<file path="src/rtl/vga_timing_gen_if.sv">
// Raster timing bundle: pixel-enable from the clock logic, sync pins and
// pixel coordinates/blanking/strobes toward the monitor and renderers.
interface vga_timing_gen_if #(
   parameter int unsigned XW = 10,
   parameter int unsigned YW = 10
);
   logic          pix_en;
   logic          hSync;
   logic          vSync;
   logic          video_on;
   logic [XW-1:0] x;
   logic [YW-1:0] y;
   logic          line_start;
   logic          frame_start;

   modport master (
      input  pix_en,
      output hSync, vSync, video_on, x, y, line_start, frame_start
   );

   modport slave (
      output pix_en,
      input  hSync, vSync, video_on, x, y, line_start, frame_start
   );
endinterface

</file>
<file path="src/rtl/vga_timing_gen.sv">
// Parametrised VGA raster timing generator with registered outputs decoded
// from the next-state counters, so outputs track the held position without lag.
module vga_timing_gen #(
   parameter int unsigned H_VISIBLE = 640,
   parameter int unsigned H_FP      = 16,
   parameter int unsigned H_SYNC    = 96,
   parameter int unsigned H_BP      = 48,
   parameter int unsigned V_VISIBLE = 480,
   parameter int unsigned V_FP      = 10,
   parameter int unsigned V_SYNC    = 2,
   parameter int unsigned V_BP      = 33,
   parameter logic        H_POL     = 1'b0,
   parameter logic        V_POL     = 1'b0,
   parameter int unsigned XW        = 10,
   parameter int unsigned YW        = 10
) (
   input  logic              clk_25,
   input  logic              rst_n,
   vga_timing_gen_if.master  vga
);
   localparam int unsigned H_TOTAL  = H_VISIBLE + H_FP + H_SYNC + H_BP;
   localparam int unsigned V_TOTAL  = V_VISIBLE + V_FP + V_SYNC + V_BP;
   localparam int unsigned HCW      = (H_TOTAL > 1) ? $clog2(H_TOTAL) : 1;
   localparam int unsigned VCW      = (V_TOTAL > 1) ? $clog2(V_TOTAL) : 1;
   localparam int unsigned HS_START = H_VISIBLE + H_FP;
   localparam int unsigned HS_STOP  = HS_START + H_SYNC;
   localparam int unsigned VS_START = V_VISIBLE + V_FP;
   localparam int unsigned VS_STOP  = VS_START + V_SYNC;

   if (XW < $clog2(H_VISIBLE)) begin : g_xw_chk
      $error("vga_timing_gen: XW too narrow for H_VISIBLE");
   end
   if (YW < $clog2(V_VISIBLE)) begin : g_yw_chk
      $error("vga_timing_gen: YW too narrow for V_VISIBLE");
   end

   logic [HCW-1:0] hc_q, hc_d;
   logic [VCW-1:0] vc_q, vc_d;
   logic [31:0]    hc_n, vc_n;
   logic           vis;
   logic           hsync_q, hsync_d;
   logic           vsync_q, vsync_d;
   logic           video_on_q, video_on_d;
   logic [XW-1:0]  x_q, x_d;
   logic [YW-1:0]  y_q, y_d;
   logic           line_start_q, line_start_d;
   logic           frame_start_q, frame_start_d;

   always_comb begin
      hc_d = hc_q;
      vc_d = vc_q;
      if (vga.pix_en) begin
         if (hc_q == HCW'(H_TOTAL - 1)) begin
            hc_d = '0;
            if (vc_q == VCW'(V_TOTAL - 1)) vc_d = '0;
            else                           vc_d = vc_q + VCW'(1);
         end else begin
            hc_d = hc_q + HCW'(1);
         end
      end

      hc_n = 32'(hc_d);
      vc_n = 32'(vc_d);
      vis  = (hc_n < H_VISIBLE) && (vc_n < V_VISIBLE);

      // Levels are only reloaded on enabled clocks so the reset levels
      // survive idle clocks even when the reset position lies in a sync window.
      hsync_d    = hsync_q;
      vsync_d    = vsync_q;
      video_on_d = video_on_q;
      x_d        = x_q;
      y_d        = y_q;
      if (vga.pix_en) begin
         hsync_d    = (hc_n >= HS_START && hc_n < HS_STOP) ? H_POL : ~H_POL;
         vsync_d    = (vc_n >= VS_START && vc_n < VS_STOP) ? V_POL : ~V_POL;
         video_on_d = vis;
         x_d        = vis ? XW'(hc_n) : '0;
         y_d        = vis ? YW'(vc_n) : '0;
      end

      line_start_d  = vga.pix_en && (hc_d == '0);
      frame_start_d = vga.pix_en && (hc_d == '0) && (vc_d == '0);
   end

   always_ff @(posedge clk_25 or negedge rst_n) begin
      if (!rst_n) begin
         hc_q          <= HCW'(H_TOTAL - 1);
         vc_q          <= VCW'(V_TOTAL - 1);
         hsync_q       <= ~H_POL;
         vsync_q       <= ~V_POL;
         video_on_q    <= 1'b0;
         x_q           <= '0;
         y_q           <= '0;
         line_start_q  <= 1'b0;
         frame_start_q <= 1'b0;
      end else begin
         hc_q          <= hc_d;
         vc_q          <= vc_d;
         hsync_q       <= hsync_d;
         vsync_q       <= vsync_d;
         video_on_q    <= video_on_d;
         x_q           <= x_d;
         y_q           <= y_d;
         line_start_q  <= line_start_d;
         frame_start_q <= frame_start_d;
      end
   end

   assign vga.hSync       = hsync_q;
   assign vga.vSync       = vsync_q;
   assign vga.video_on    = video_on_q;
   assign vga.x           = x_q;
   assign vga.y           = y_q;
   assign vga.line_start  = line_start_q;
   assign vga.frame_start = frame_start_q;
endmodule

</file>
<file path="src/flat_wrapper.sv">
// flat-port wrapper written by rule: the top's interface ports become plain ports
module vga_timing_gen_flat 
#(
   parameter int unsigned H_VISIBLE = 640,
   parameter int unsigned H_FP      = 16,
   parameter int unsigned H_SYNC    = 96,
   parameter int unsigned H_BP      = 48,
   parameter int unsigned V_VISIBLE = 480,
   parameter int unsigned V_FP      = 10,
   parameter int unsigned V_SYNC    = 2,
   parameter int unsigned V_BP      = 33,
   parameter logic        H_POL     = 1'b0,
   parameter logic        V_POL     = 1'b0,
   parameter int unsigned XW        = 10,
   parameter int unsigned YW        = 10
)
  (clk_25, rst_n, vga_pix_en, vga_hSync, vga_vSync, vga_video_on, vga_x, vga_y, vga_line_start, vga_frame_start);
  vga_timing_gen_if #(.XW(XW), .YW(YW)) vga_i ();
  input  logic clk_25;
  input  logic rst_n;
  input wire logic [$bits(vga_i.pix_en)-1:0] vga_pix_en;
  output wire logic [$bits(vga_i.hSync)-1:0] vga_hSync;
  output wire logic [$bits(vga_i.vSync)-1:0] vga_vSync;
  output wire logic [$bits(vga_i.video_on)-1:0] vga_video_on;
  output wire logic [$bits(vga_i.x)-1:0] vga_x;
  output wire logic [$bits(vga_i.y)-1:0] vga_y;
  output wire logic [$bits(vga_i.line_start)-1:0] vga_line_start;
  output wire logic [$bits(vga_i.frame_start)-1:0] vga_frame_start;
  assign vga_i.pix_en = vga_pix_en;
  assign vga_hSync = vga_i.hSync;
  assign vga_vSync = vga_i.vSync;
  assign vga_video_on = vga_i.video_on;
  assign vga_x = vga_i.x;
  assign vga_y = vga_i.y;
  assign vga_line_start = vga_i.line_start;
  assign vga_frame_start = vga_i.frame_start;
  vga_timing_gen #(.H_VISIBLE(H_VISIBLE), .H_FP(H_FP), .H_SYNC(H_SYNC), .H_BP(H_BP), .V_VISIBLE(V_VISIBLE), .V_FP(V_FP), .V_SYNC(V_SYNC), .V_BP(V_BP), .H_POL(H_POL), .V_POL(V_POL), .XW(XW), .YW(YW)) u_core (.clk_25(clk_25), .rst_n(rst_n), .vga(vga_i));
endmodule
</file>
<file path="config.mk">
export PLATFORM = sky130hd
export DESIGN_NAME = vga_timing_gen_flat
export DESIGN_NICKNAME = d
export VERILOG_FILES = /design/src/rtl/vga_timing_gen_if.sv /design/src/rtl/vga_timing_gen.sv /design/src/flat_wrapper.sv
export SDC_FILE = /design/constraint.sdc
export NUM_CORES = 1
export LEC_CHECK = 0
export ABC_AREA = 1
export BUFFER_PORTS_ARGS = -buffer_cell sky130_fd_sc_hd__buf_2
export CAP_MARGIN = 15
export CORE_MARGIN = 1
export CORE_UTILIZATION = 63
export CTS_CLUSTER_SIZE = 30
export DETAILED_ROUTE_END_ITERATION = 8
export MAX_ROUTING_LAYER = met4
export PLACE_DENSITY = 0.86
export SYNTH_ARGS = -nofsm -noshare
export SYNTH_HDL_FRONTEND = slang
export SYNTH_SLANG_ARGS = --single-unit
</file>
<file path="constraint.sdc">
create_clock -name clk_25 -period 3 [get_ports clk_25]
set_input_delay 0.3 -clock clk_25 [delete_from_list [all_inputs] [get_ports clk_25]]
set_output_delay 0.3 -clock clk_25 [all_outputs]
set_load 0.005 [all_outputs]
</file>
==> load_flow_metrics.sql, run 1 <==
INSERT INTO impl_metrics (metric_group, metric, value, unit) VALUES
('critical_path', 'max_stage_delay_on_crit_path', '550', 'ps'),
('detailed_routing', 'dr.first_iter.drc_count', '238', ''),
('critical_path', 'required', '3190', 'ps'),
('place', 'gp_routability_congestion', '0.9073', ''),
('clocking', 'clk_pin_slew', '80', 'ps'),
('critical_path', 'critical_path.endpoint', 'u_core.vga.video_on', ''),
('clocking', 'cts.repair.resized', '0', ''),
('synthesis', 'synth.yosys.warnings', '0', ''),
('clocking', 'cts_buffer_depth', '2', ''),
('global_route', 'grt.total_usage', '31.40', '%'),
('synthesis', 'syn_nets', '327', ''),
('place', 'hpwl', '4038', 'µm'),
('place', 'dpl_worst_slack', '773.3', 'ps'),
('critical_path', 'worst-endpoint-arrival', '2440', 'ps'),
('outcome', 'result_of_the_run', 'finished, final reports clean', ''),
('min_path', 'worst_hold_path_type', 'primary input to async pin', ''),
('finish', 'antenna_diode_count', '0', ''),
('floorplan', 'die_span_x', '64.93', 'µm'),
('place', 'numPlacedInstances', '390', ''),
('finish', 'fraction_of_final_layout_cells_with_drive_strength_greater_than_1', '21.43', '%'),
('synthesis', 'syn-mean-instance-area', '7.772', 'µm²'),
('critical_path', 'crit_slowest_cell', 'dfstp_2', ''),
('sta', 'worstMarginPinSlew', '971.1', 'ps'),
('sta', 'report.final.slew_viol_count', '0', ''),
('critical_path', 'crit_path_end_kind', 'flip-flop', ''),
('synthesis', 'ys_dominant_reg_cell', 'dfrtp_1', ''),
('global_route', 'grt-ovfl-total', '0', ''),
('sta', 'clock-skew-final', '8.852', 'ps'),
('clocking', 'postCtsSetupRepairBufs', '0', ''),
('synthesis', 'syn_inst', '321', ''),
('sta', 'period_share', '75.04', '%'),
('synthesis', 'ys_ff_latch', '45', ''),
('global_route', 'grt_max_degree', '46', ''),
('floorplan', 'fp.dieArea', '0.004216', 'mm²'),
('clocking', 'cts-hold-fix-buffers', '0', ''),
('detailed_routing', 'final_routed_wire_length_divided_by_cell_count', '13.81', 'µm'),
('critical_path', 'regToRegStartpoint', 'u_core.hc_q[0]', ''),
('sta', 'fmaxAchievable', '444.2', 'MHz'),
('floorplan', 'floorplan.initialDensity', '67.14', '%'),
('synthesis', 'yosysMostFrequentCell', 'nand2_1', ''),
('critical_path', 'path_max_fanout', '16', ''),
('sta', 'fin_tns_setup', '0', 'ps'),
('synthesis', 'number_of_flops_mapped_to_enable_cells_by_yosys', '0', ''),
('sta', 'setup_ws', '748.9', 'ps'),
('finish', 'final_core_util', '74.55', '%'),
('floorplan', 'floorplan.core_area', '0.003716', 'mm²'),
('detailed_routing', 'wirelength', '5496', 'µm'),
('detailed_routing', 'ant_nets', '0', ''),
('place', 'place.port_buffers', '27', ''),
('detailed_routing', 'drc', '0', ''),
('sta', 'setup_viol', '0', ''),
('floorplan', 'row_count', '22', ''),
('sta', 'final_period_minus_worst_setup_slack', '2251', 'ps'),
('clocking', 'cts-htree-levels', '2', ''),
('critical_path', 'worstSetupStartpoint', 'u_core.hc_q[0]', ''),
('power_and_ir_drop', 'power-per-cell-area', '582.8', 'mW/mm²'),
('floorplan', 'die_height', '64.93', 'µm'),
('power_and_ir_drop', 'cellLeakagePower', '1.559', 'nW'),
('power_and_ir_drop', 'vdd_ir_drop_max', '445.1', 'µV'),
('synthesis', 'netlist-cell-type-count', '32', ''),
('detailed_routing', 'viasPerCell', '5.374', ''),
('finish', 'area_growth_syn_to_layout', '11.03', '%'),
('finish', 'design.final.nets', '355', ''),
('synthesis', 'synth_commonest_cells', '95 x nand2_1, 40 x inv_1, 33 x dfrtp_1, 32 x nor2_1, 21 x nand3_1', ''),
('clocking', 'tritoncts', 'yes', ''),
('synthesis', 'synth_top_area_share', '33.10', '%'),
('clocking', 'cts_inserted_buffers', '5', ''),
('clocking', 'tritoncts_num_sinks', '45', ''),
('sta', 'count_of_endpoints_failing_hold_in_the_final_timing_report', '0', ''),
('sta', 'grt_setup_unrepaired', 'no', ''),
('clocking', 'clock_insertion_delay_worst_skew', '310', 'ps');
==> logic make-up after synthesis <==
| family | after synthesis | share of synthesized area (%) |
|---|---|---|
| compound gates | 23 | 4.764 |
| xor+xnor | 2 | 0.7022 |
| fa+ha+maj | 3 | 1.505 |
| buf+inv | 54 | 9.177 |
| flops | 45 | 45.74 |
| simple gates | 194 | 38.11 |
==> worst min-delay path by stage <==
stage / slack [ps] / cells after the start / startpoint / endpoint
CTS: 170 / 1 / rst_n / u_core.vga.x[4]
detailed placement: 460 / 2 / u_core.vga.x[7] / u_core.vga.x[7]
floorplan: 4 / 0 / rst_n / u_core.hc_q[5]
global placement: 460 / 2 / u_core.vga.x[5] / u_core.vga.x[5]
global route: 240 / 1 / rst_n / u_core.vga.x[4]
finish: 140 / 1 / rst_n / u_core.vga.x[4]
==> flip-flops by register name, summed over array words and instances (netlist names) <==
register                count
u_core.vga.line_start       1
u_core.vc_q                10
u_core.vga.hSync            1
u_core.vga.x               10
u_core.vga.vSync            1
u_core.vga.video_on         1
u_core.vga.y               10
u_core.vga.frame_start      1
u_core.hc_q                10
==> layout make-up <==
class | instances | area (µm²)
sequential | 45 | 1141
timing repair buffer | 29 | 150.1
inverter | 46 | 177.7
clock inverter | 1 | 30.03
clock buffer | 7 | 86.33
multi-input combinational | 222 | 1125
tap | 48 | 60.06
fill | 287 | 945.9
==> per-layer routing <==
| metal | vias up | part of all wire (%) | track usage (%) |
|---|---|---|---|
| li1 | 1076 | - | - |
| met1 | 984 | 47 | 41.45 |
| met2 | 66 | 46 | 47.40 |
| met3 | 13 | 4.5 | 4.401 |
| met4 | 0 | 2.2 | 15.56 |
| met5 | - | 0 | - |
==> power by group <==
part | total, mW | internal (mW) | switching (mW)
clock network | 0.476 | 0.272 | 0.204
registers | 0.778 | 0.704 | 0.0745
logic | 0.360 | 0.103 | 0.257
==> placed cells by master (no fill, tap or decap), types with 3 or more instances in the layout <==
master    count
nand2_1      95
a21oi_1       5
ha_1          3
nand3_1      21
nand4_1      18
nor3_1        5
dfrtp_1      33
inv_2         4
o21ai_1      12
dfstp_2      12
nand3_2       5
nor2_2        3
buf_2        27
clkbuf_8      6
nand2_2       7
nor2_1       32
inv_1        40
o21ai_0       5
==> worst max-delay path, delay by kind of cell, from the launching register on <==
| kind | cells | cell delay, ps |
|---|---|---|
| fa+ha+maj | 1 | 200 |
| flops | 1 | 550 |
| compound gates | 1 | 80 |
| simple gates | 8 | 1110 |
| buf+inv | 2 | 180 |
==> metrics by stage <==
stage	power, mW	cell area, µm²
floorplan	1.047	2495
global placement	1.141	2654
detailed placement	1.148	2654
CTS	1.621	2770
global route	1.704	2770
finish	1.615	2770
No activity file was read; power rests on OpenSTA's default activity.
==> run 2, diff against run 1 <==
--- a/config.mk
+++ b/config.mk
@@ -9,11 +9,11 @@
 export BUFFER_PORTS_ARGS = -buffer_cell sky130_fd_sc_hd__buf_2
 export CAP_MARGIN = 15
 export CORE_MARGIN = 1
-export CORE_UTILIZATION = 63
+export CORE_UTILIZATION = 58
 export CTS_CLUSTER_SIZE = 30
 export DETAILED_ROUTE_END_ITERATION = 8
 export MAX_ROUTING_LAYER = met4
-export PLACE_DENSITY = 0.86
+export PLACE_DENSITY = 0.8
 export SYNTH_ARGS = -nofsm -noshare
 export SYNTH_HDL_FRONTEND = slang
 export SYNTH_SLANG_ARGS = --single-unit
==> constraint.sdc (replaced) <==
create_clock -name clk_25 -period 2.1 [get_ports clk_25]
set_input_delay 0.21 -clock clk_25 [delete_from_list [all_inputs] [get_ports clk_25]]
set_output_delay 0.21 -clock clk_25 [all_outputs]
set_load 0.005 [all_outputs]
==> run 2 against run 1 <==
  * The flow now finishes with violations (setup timing)
  * Routed wire length rose by 16%
  * Combinational power rose by 71%
  * Count of clock-buffer cells in the layout did not move
  * Critical path type unchanged
  * Fmax rose by 6.8%
  * Register-to-register slack got worse by 760 ps
  * Power rose by 40%
  * Worst hold slack improved by 180 ps
  * Sequential cell count did not move
  * Highest routed layer unchanged
  * Global-route usage fell by 1.8 points
  * Cell area rose by 10%
==> load_flow_metrics.sql, run 2 (synthesis results as in run 1) <==
INSERT INTO impl_metrics (metric_group, metric, value, unit) VALUES
('finish', 'final_core_util', '75.36', '%'),
('finish', 'fraction_of_final_layout_cells_with_drive_strength_greater_than_1', '30.03', '%'),
('critical_path', 'critical_path.cell_chain', 'ha_4 -> inv_1 -> nor2_1 -> nand4_1 -> buf_4 -> nand2_1 -> o21ai_1 -> nand2_1 -> nand2_4 -> nand4_4 -> nand2_4 -> o21ai_1', ''),
('critical_path', 'required', '2320', 'ps'),
('clocking', 'tritoncts_num_sinks', '45', ''),
('global_route', 'wire_length_of_the_first_global_routing_pass', '9611', 'µm'),
('detailed_routing', 'dr.first_iter.drc_count', '197', ''),
('detailed_routing', 'route.vias.total', '2292', ''),
('detailed_routing', 'dr.pass1.iters', '4', ''),
('place', 'place.port_buffers', '27', ''),
('critical_path', 'max_stage_delay_on_crit_path', '580', 'ps'),
('power_and_ir_drop', 'power-per-cell-area', '739.1', 'mW/mm²'),
('place', 'cell_area_reported_after_detailed_placement', '0.002746', 'mm²'),
('critical_path', 'crit_path_end_kind', 'flip-flop', ''),
('sta', 'grt_setup_unrepaired', 'yes', ''),
('finish', 'design.final.nets', '378', ''),
('critical_path', 'worst-endpoint-arrival', '2330', 'ps'),
('critical_path', 'worstSetupStartpoint', 'u_core.hc_q[1]', ''),
('critical_path', 'ff2ff_path_depth', '12', ''),
('clocking', 'cts-htree-levels', '2', ''),
('outcome', 'result_of_the_run', 'finished with violations', ''),
('floorplan', 'floorplan.core_area', '0.004058', 'mm²'),
('sta', 'clock-skew-final', '7.777', 'ps'),
('finish', 'area_growth_syn_to_layout', '22.57', '%'),
('detailed_routing', 'viasPerCell', '5.418', ''),
('place', 'gp_routability_congestion', '0.9344', ''),
('critical_path', 'worstReg2RegEnd', 'u_core.vga.video_on', ''),
('clocking', 'cts_root_buffer', 'clkbuf_8', ''),
('detailed_routing', 'ant_nets', '0', ''),
('sta', 'worstMarginPinSlew', '386.8', 'ps'),
('floorplan', 'number_of_ports_placed_on_the_die_boundary', '28', ''),
('finish', 'most-common-layout-cells', '89 x nand2_1, 40 x inv_1, 33 x dfrtp_1', ''),
('global_route', 'grt-ovfl-total', '0', ''),
('global_route', 'grt_max_degree', '19', ''),
('power_and_ir_drop', 'cellLeakagePower', '1.648', 'nW'),
('clocking', 'clk_pin_slew', '80', 'ps'),
('detailed_routing', 'drc', '0', ''),
('critical_path', 'timing.setup.critical_path_class', 'flip-flop to flip-flop', ''),
('floorplan', 'die_span_x', '67.59', 'µm'),
('critical_path', 'regToRegStartpoint', 'u_core.hc_q[1]', ''),
('detailed_routing', 'wirelength', '6348', 'µm'),
('sta', 'max-slew-margin-rel', '74.01', '%'),
('sta', 'hold-worst-slack', '327.9', 'ps'),
('clocking', 'cts_inserted_buffers', '5', ''),
('sta', 'fin_tns_setup', '-25.05', 'ps'),
('sta', 'count_of_endpoints_failing_hold_in_the_final_timing_report', '0', ''),
('finish', 'layout.filler_cells', '302', ''),
('clocking', 'cts_buffer_depth', '2', ''),
('floorplan', 'row_count', '23', ''),
('clocking', 'tritoncts', 'yes', ''),
('sta', 'setup_viol', '4', ''),
('sta', 'final_period_minus_worst_setup_slack', '2108', 'ps'),
('finish', 'layout_commonest_cell', 'nand2_1', ''),
('critical_path', 'path_max_fanout', '8', ''),
('finish', 'antenna_diode_count', '0', ''),
('finish', 'post-route-cell-area', '0.003058', 'mm²'),
('floorplan', 'die_height', '67.59', 'µm'),
('critical_path', 'worstSetupStartpointType', 'flip-flop', ''),
('floorplan', 'floorplan.initialDensity', '61.49', '%'),
('power_and_ir_drop', 'vdd_ir_drop_max', '700.3', 'µV'),
('finish', 'area_of_the_multi_input_gates', '0.001262', 'mm²'),
('critical_path', 'crit_slowest_cell', 'dfstp_2', ''),
('global_route', 'grt.total_usage', '29.62', '%'),
('global_route', 'first_global_vias', '2056', ''),
('floorplan', 'fp.dieArea', '0.004568', 'mm²'),
('critical_path', 'setup.reg_to_reg.worst_slack', '-8', 'ps'),
('outcome', 'failed_checks', 'setup timing', ''),
('sta', 'report.final.slew_viol_count', '0', ''),
('sta', 'fmaxAchievable', '474.3', 'MHz'),
('sta', 'setup_ws', '-8.397', 'ps'),
('sta', 'period_share', '100.4', '%'),
('global_route', 'grt_antenna_before_repair', '0', ''),
('flow_run', 'max_cap_violations', '0', ''),
('clocking', 'clock_insertion_delay_worst_skew', '290', 'ps'),
('min_path', 'worst_hold_path_type', 'primary input to async pin', ''),
('finish', 'register_area', '0.001141', 'mm²'),
('place', 'hpwl', '4309', 'µm'),
('detailed_routing', 'final_routed_wire_length_divided_by_cell_count', '15.01', 'µm');
-- run 2: worst max path at each step --
| stage | to | slack (ps) | cells past startpoint |
|---|---|---|---|
| floorplan | u_core.vga.x[6] | 170 | 13 |
| global placement | u_core.vga.y[8] | 10 | 12 |
| detailed placement | u_core.vga.y[6] | -70 | 12 |
| CTS | u_core.vga.y[6] | 20 | 13 |
| global route | u_core.vga.frame_start | -140 | 10 |
| finish | u_core.vga.video_on | -8 | 12 |
-- run 2: metrics by stage --
step	power, mW	std cells	setup WS (ps)
finish	2.260	423	-8.397
detailed placement	1.679	404	-70.12
global placement	1.663	404	10.33
CTS	2.212	414	21.49
floorplan	1.496	321	171.0
global route	2.379	423	-143.7
-- run 2: final cells by class --
class,count,share of cell area [%]
clock buffers,7,2.496
clock inverters,1,0.2455
inverters,46,6.056
multi-input cells,223,41.28
flip-flops and latches,45,37.32
well taps,50,2.046
repair buffers,50,10.27
repair inverters,1,0.2864
-- run 2: critical path, delay by kind of cell, from the launching register on --
| family | cells | cell delay, ps |
|---|---|---|
| buffers and inverters | 2 | 260 |
| flip-flops | 1 | 580 |
| AND/OR/NAND/NOR | 7 | 870 |
| AO/OA/AOI/OAI | 2 | 180 |
| adder cells (fa/ha/maj) | 1 | 170 |
-- run 2: where the power goes --
part / internal [mW] / total [mW] / leakage [nW] / switching, mW
clock: 0.236 / 0.516 / 0.0385 / 0.281
sequential: 1.01 / 1.13 / 0.565 / 0.122
combinational: 0.209 / 0.616 / 1.04 / 0.407
total: 1.45 / 2.26 / 1.65 / 0.809
-- run 2: metal layers --
| layer | up-vias | global-route usage (%) | part of all wire [%] |
|---|---|---|---|
| li1 | 1125 | - | - |
| met1 | 1058 | 39.38 | 44 |
| met2 | 93 | 46.53 | 47 |
| met3 | 16 | 3.716 | 6.2 |
| met4 | 0 | 9.840 | 2.7 |
| met5 | - | - | 0 |
-- run 2: timing repair --
item	CTS	global route
setup buffers	0	8
endpoints found under the hold margin	13	0
pin swaps	1	21
setup endpoints to repair	20	22
gates resized for setup	5	30
cloned	1	1
hold buffers	1	0
==> run 3, diff against run 2 <==
--- a/config.mk
+++ b/config.mk
@@ -14,6 +14,7 @@
 export DETAILED_ROUTE_END_ITERATION = 8
 export MAX_ROUTING_LAYER = met4
 export PLACE_DENSITY = 0.8
+export REMOVE_ABC_BUFFERS = 1
 export SYNTH_ARGS = -nofsm -noshare
 export SYNTH_HDL_FRONTEND = slang
 export SYNTH_SLANG_ARGS = --single-unit
==> run 3 against run 2 <==
  * The run still ends with setup timing left
  * Sequential cell count did not move
  * Register-to-register slack barely moved
  * Die area did not move
  * Via count rose by 7.5%
  * Worst hold slack improved by 57 ps
  * Count of clock-buffer cells in the layout fell by 1
  * First-iteration DRC count fell by 3.0%
  * Global-route usage rose by 1.7 points
  * Fmax fell by 0.59%
  * Clock power rose by 3%
  * Critical path depth rose by 2
  * Critical endpoint is now u_core.vga.y[1]
  * Largest power group unchanged
  * Highest routed layer unchanged
==> load_flow_metrics.sql, run 3 (synthesis results as in run 1) <==
INSERT INTO impl_metrics (metric_group, metric, value, unit) VALUES
('sta', 'count_of_endpoints_failing_hold_in_the_final_timing_report', '0', ''),
('power_and_ir_drop', 'cellLeakagePower', '1.744', 'nW'),
('finish', 'layout_commonest_cell', 'nand2_1', ''),
('global_route', 'grt.total_usage', '31.29', '%'),
('detailed_routing', 'met3_length', '452', 'µm'),
('finish', 'design.final.nets', '390', ''),
('power_and_ir_drop', 'p_sw', '0.8622', 'mW'),
('sta', 'setup_viol', '5', ''),
('sta', 'grt_setup_unrepaired', 'yes', ''),
('sta', 'period_share', '101.0', '%'),
('sta', 'fin_tns_setup', '-41.05', 'ps'),
('outcome', 'failed_checks', 'setup timing', ''),
('clocking', 'cts-htree-levels', '2', ''),
('place', 'place.port_buffers', '27', ''),
('finish', 'area_growth_syn_to_layout', '25.83', '%'),
('sta', 'setup_ws', '-20.99', 'ps'),
('global_route', 'wire_length_of_the_first_global_routing_pass', '10220', 'µm'),
('detailed_routing', 'drc', '0', ''),
('detailed_routing', 'wirelength', '6752', 'µm'),
('global_route', 'grt-ovfl-total', '0', ''),
('detailed_routing', 'ant_nets', '0', ''),
('power_and_ir_drop', 'power.share.switching', '36.83', '%'),
('power_and_ir_drop', 'combinationalPowerShare', '29.6', '%'),
('critical_path', 'setup.reg_to_reg.worst_slack', '-20', 'ps'),
('clocking', 'tritoncts', 'yes', ''),
('detailed_routing', 'route.vias.total', '2464', ''),
('sta', 'report.final.slew_viol_count', '0', ''),
('sta', 'fmaxAchievable', '471.5', 'MHz'),
('clocking', 'clk_pin_slew', '80', 'ps'),
('power_and_ir_drop', 'internal_power', '1.479', 'mW'),
('sta', 'hold-worst-slack', '385.3', 'ps'),
('floorplan', 'fp.dieArea', '0.004568', 'mm²'),
('floorplan', 'number_of_ports_placed_on_the_die_boundary', '28', ''),
('floorplan', 'floorplan.initialDensity', '61.49', '%'),
('floorplan', 'row_count', '23', ''),
('finish', 'register_area', '0.001141', 'mm²'),
('detailed_routing', 'wl_met2', '3203', 'µm'),
('place', 'gp_routability_congestion', '1.047', ''),
('global_route', 'grt_antenna_before_repair', '0', ''),
('detailed_routing', 'dr.first_iter.drc_count', '191', ''),
('finish', 'area_of_the_multi_input_gates', '0.001217', 'mm²'),
('clocking', 'cts_buffer_depth', '2', ''),
('detailed_routing', 'met1_routed_length', '2982', 'µm'),
('floorplan', 'floorplan.core_area', '0.004058', 'mm²'),
('finish', 'layout.filler_cells', '280', ''),
('critical_path', 'crit_path_end_kind', 'flip-flop', ''),
('sta', 'clock-skew-final', '2.538', 'ps'),
('sta', 'final_period_minus_worst_setup_slack', '2121', 'ps'),
('detailed_routing', 'dr.pass1.iters', '4', ''),
('detailed_routing', 'viasPerCell', '5.664', ''),
('global_route', 'grt_max_degree', '25', ''),
('finish', 'antenna_diode_count', '0', ''),
('sta', 'max-slew-margin-rel', '64.62', '%'),
('min_path', 'worst_hold_path_type', 'primary input to flip-flop', ''),
('power_and_ir_drop', 'power_frac_clock', '22.6', '%'),
('finish', 'fraction_of_final_layout_cells_with_drive_strength_greater_than_1', '33.25', '%'),
('place', 'hpwl', '4391', 'µm'),
('critical_path', 'timing.setup.critical_path_class', 'flip-flop to flip-flop', ''),
('power_and_ir_drop', 'vdd_ir_drop_max', '655.6', 'µV'),
('floorplan', 'die_height', '67.59', 'µm'),
('critical_path', 'worst-endpoint-arrival', '2350', 'ps'),
('critical_path', 'required', '2330', 'ps'),
('clocking', 'cts_root_buffer', 'clkbuf_8', ''),
('floorplan', 'die_span_x', '67.59', 'µm'),
('power_and_ir_drop', 'seqPwrFrac', '47.8', '%'),
('finish', 'most-common-layout-cells', '91 x nand2_1, 39 x inv_1, 33 x dfrtp_1', ''),
('critical_path', 'worstSetupStartpointType', 'flip-flop', ''),
('power_and_ir_drop', 'power-per-cell-area', '745.6', 'mW/mm²'),
('outcome', 'result_of_the_run', 'finished with violations', ''),
('clocking', 'cts_inserted_buffers', '5', ''),
('global_route', 'first_global_vias', '2207', ''),
('detailed_routing', 'topRoutingLayerUsed', 'met4', ''),
('flow_run', 'max_cap_violations', '0', ''),
('clocking', 'clock_insertion_delay_worst_skew', '290', 'ps'),
('sta', 'worstMarginPinSlew', '530.8', 'ps'),
('detailed_routing', 'final_routed_wire_length_divided_by_cell_count', '15.52', 'µm'),
('clocking', 'tritoncts_num_sinks', '45', ''),
('critical_path', 'path_max_fanout', '6', '');
run 3: cell count changes in the layout (fill, tap and decap cells not counted), moves of 2 or more:
cell,previous run,this run
inv_2,2,5
buf_12,0,2
nand2_1,89,91
nand3_2,5,7
nor2_2,6,8
buf_6,1,3
nor3_2,1,3
nand2_4,6,4
buf_4,21,30
nor3_1,5,3
run 3: metal layers:
metal  track usage (%)  vias up
li1                  -     1141
met1             42.16     1199
met2             45.92      111
met3             6.081       13
met4             12.50        0
met5                 -        -
run 3: final timing paths:
check                                start              end  depth (start not counted)
setup / recovery            u_core.hc_q[0]  u_core.vga.y[1]                         14
hold / removal                  vga_pix_en  u_core.vga.y[9]                          3
setup reg to reg            u_core.hc_q[0]  u_core.vga.y[1]                         14
hold reg to reg            u_core.vga.x[7]  u_core.vga.x[7]                          2
max in group asynchronous            rst_n   u_core.hc_q[1]                          3
min in group asynchronous            rst_n  u_core.vga.x[7]                          2
run 3: critical path, stage by stage, from the launching register on:
cell,delay (ps)
dfstp_2,580
ha_4,160
buf_6,100
inv_1,40
nor2_2,80
nand4_1,150
buf_4,190
nand2_2,40
o21ai_1,60
nand2_1,100
nand2_2,100
nand4_4,140
buf_6,140
nand4_1,90
nand2_1,90
run 3: what timing repair did:
action / 4_1_cts / 5_1_grt
endpoints found under the hold margin: 15 / 0
endpoints found under the setup margin: 21 / 23
pin swaps: 5 / 15
gates resized for setup: 6 / 23
hold buffers: 1 / 0
cloned: 0 / 1
setup buffers: 3 / 9
run 3: through the flow:
stage                     worst slack (ps)  util (%)  instances  total power, mW  instance area (µm²)
final                               -20.99     77.37        435            2.341                 3139
after global routing                -173.1     77.37        435            2.448                 3139
after CTS                            6.969     73.60        425            2.271                 2987
after detailed placement             19.05     69.97        413            1.714                 2839
after global placement               34.37     69.97        413            1.706                 2839
after floorplan                      133.6         -        313            1.486                 2444
run 3: power by group through the flow:
stage                     clock (mW)  combinational [mW]  sequential (mW)
after floorplan                    0               0.388             1.10
after global placement             0               0.593             1.11
after detailed placement           0               0.600             1.11
after CTS                      0.539               0.627             1.10
after global routing           0.568               0.750             1.13
final                          0.530               0.692             1.12
run 3: cell type report:
type	instances	area share [%]
Timing Repair Buffer	63	14.15
Clock buffer	6	2.312
Clock inverter	2	0.4783
Sequential cell	45	36.35
Inverter	46	5.739
Timing Repair inverter	1	0.1993
Multi-Input combinational cell	222	38.78
Tap cell	50	1.993
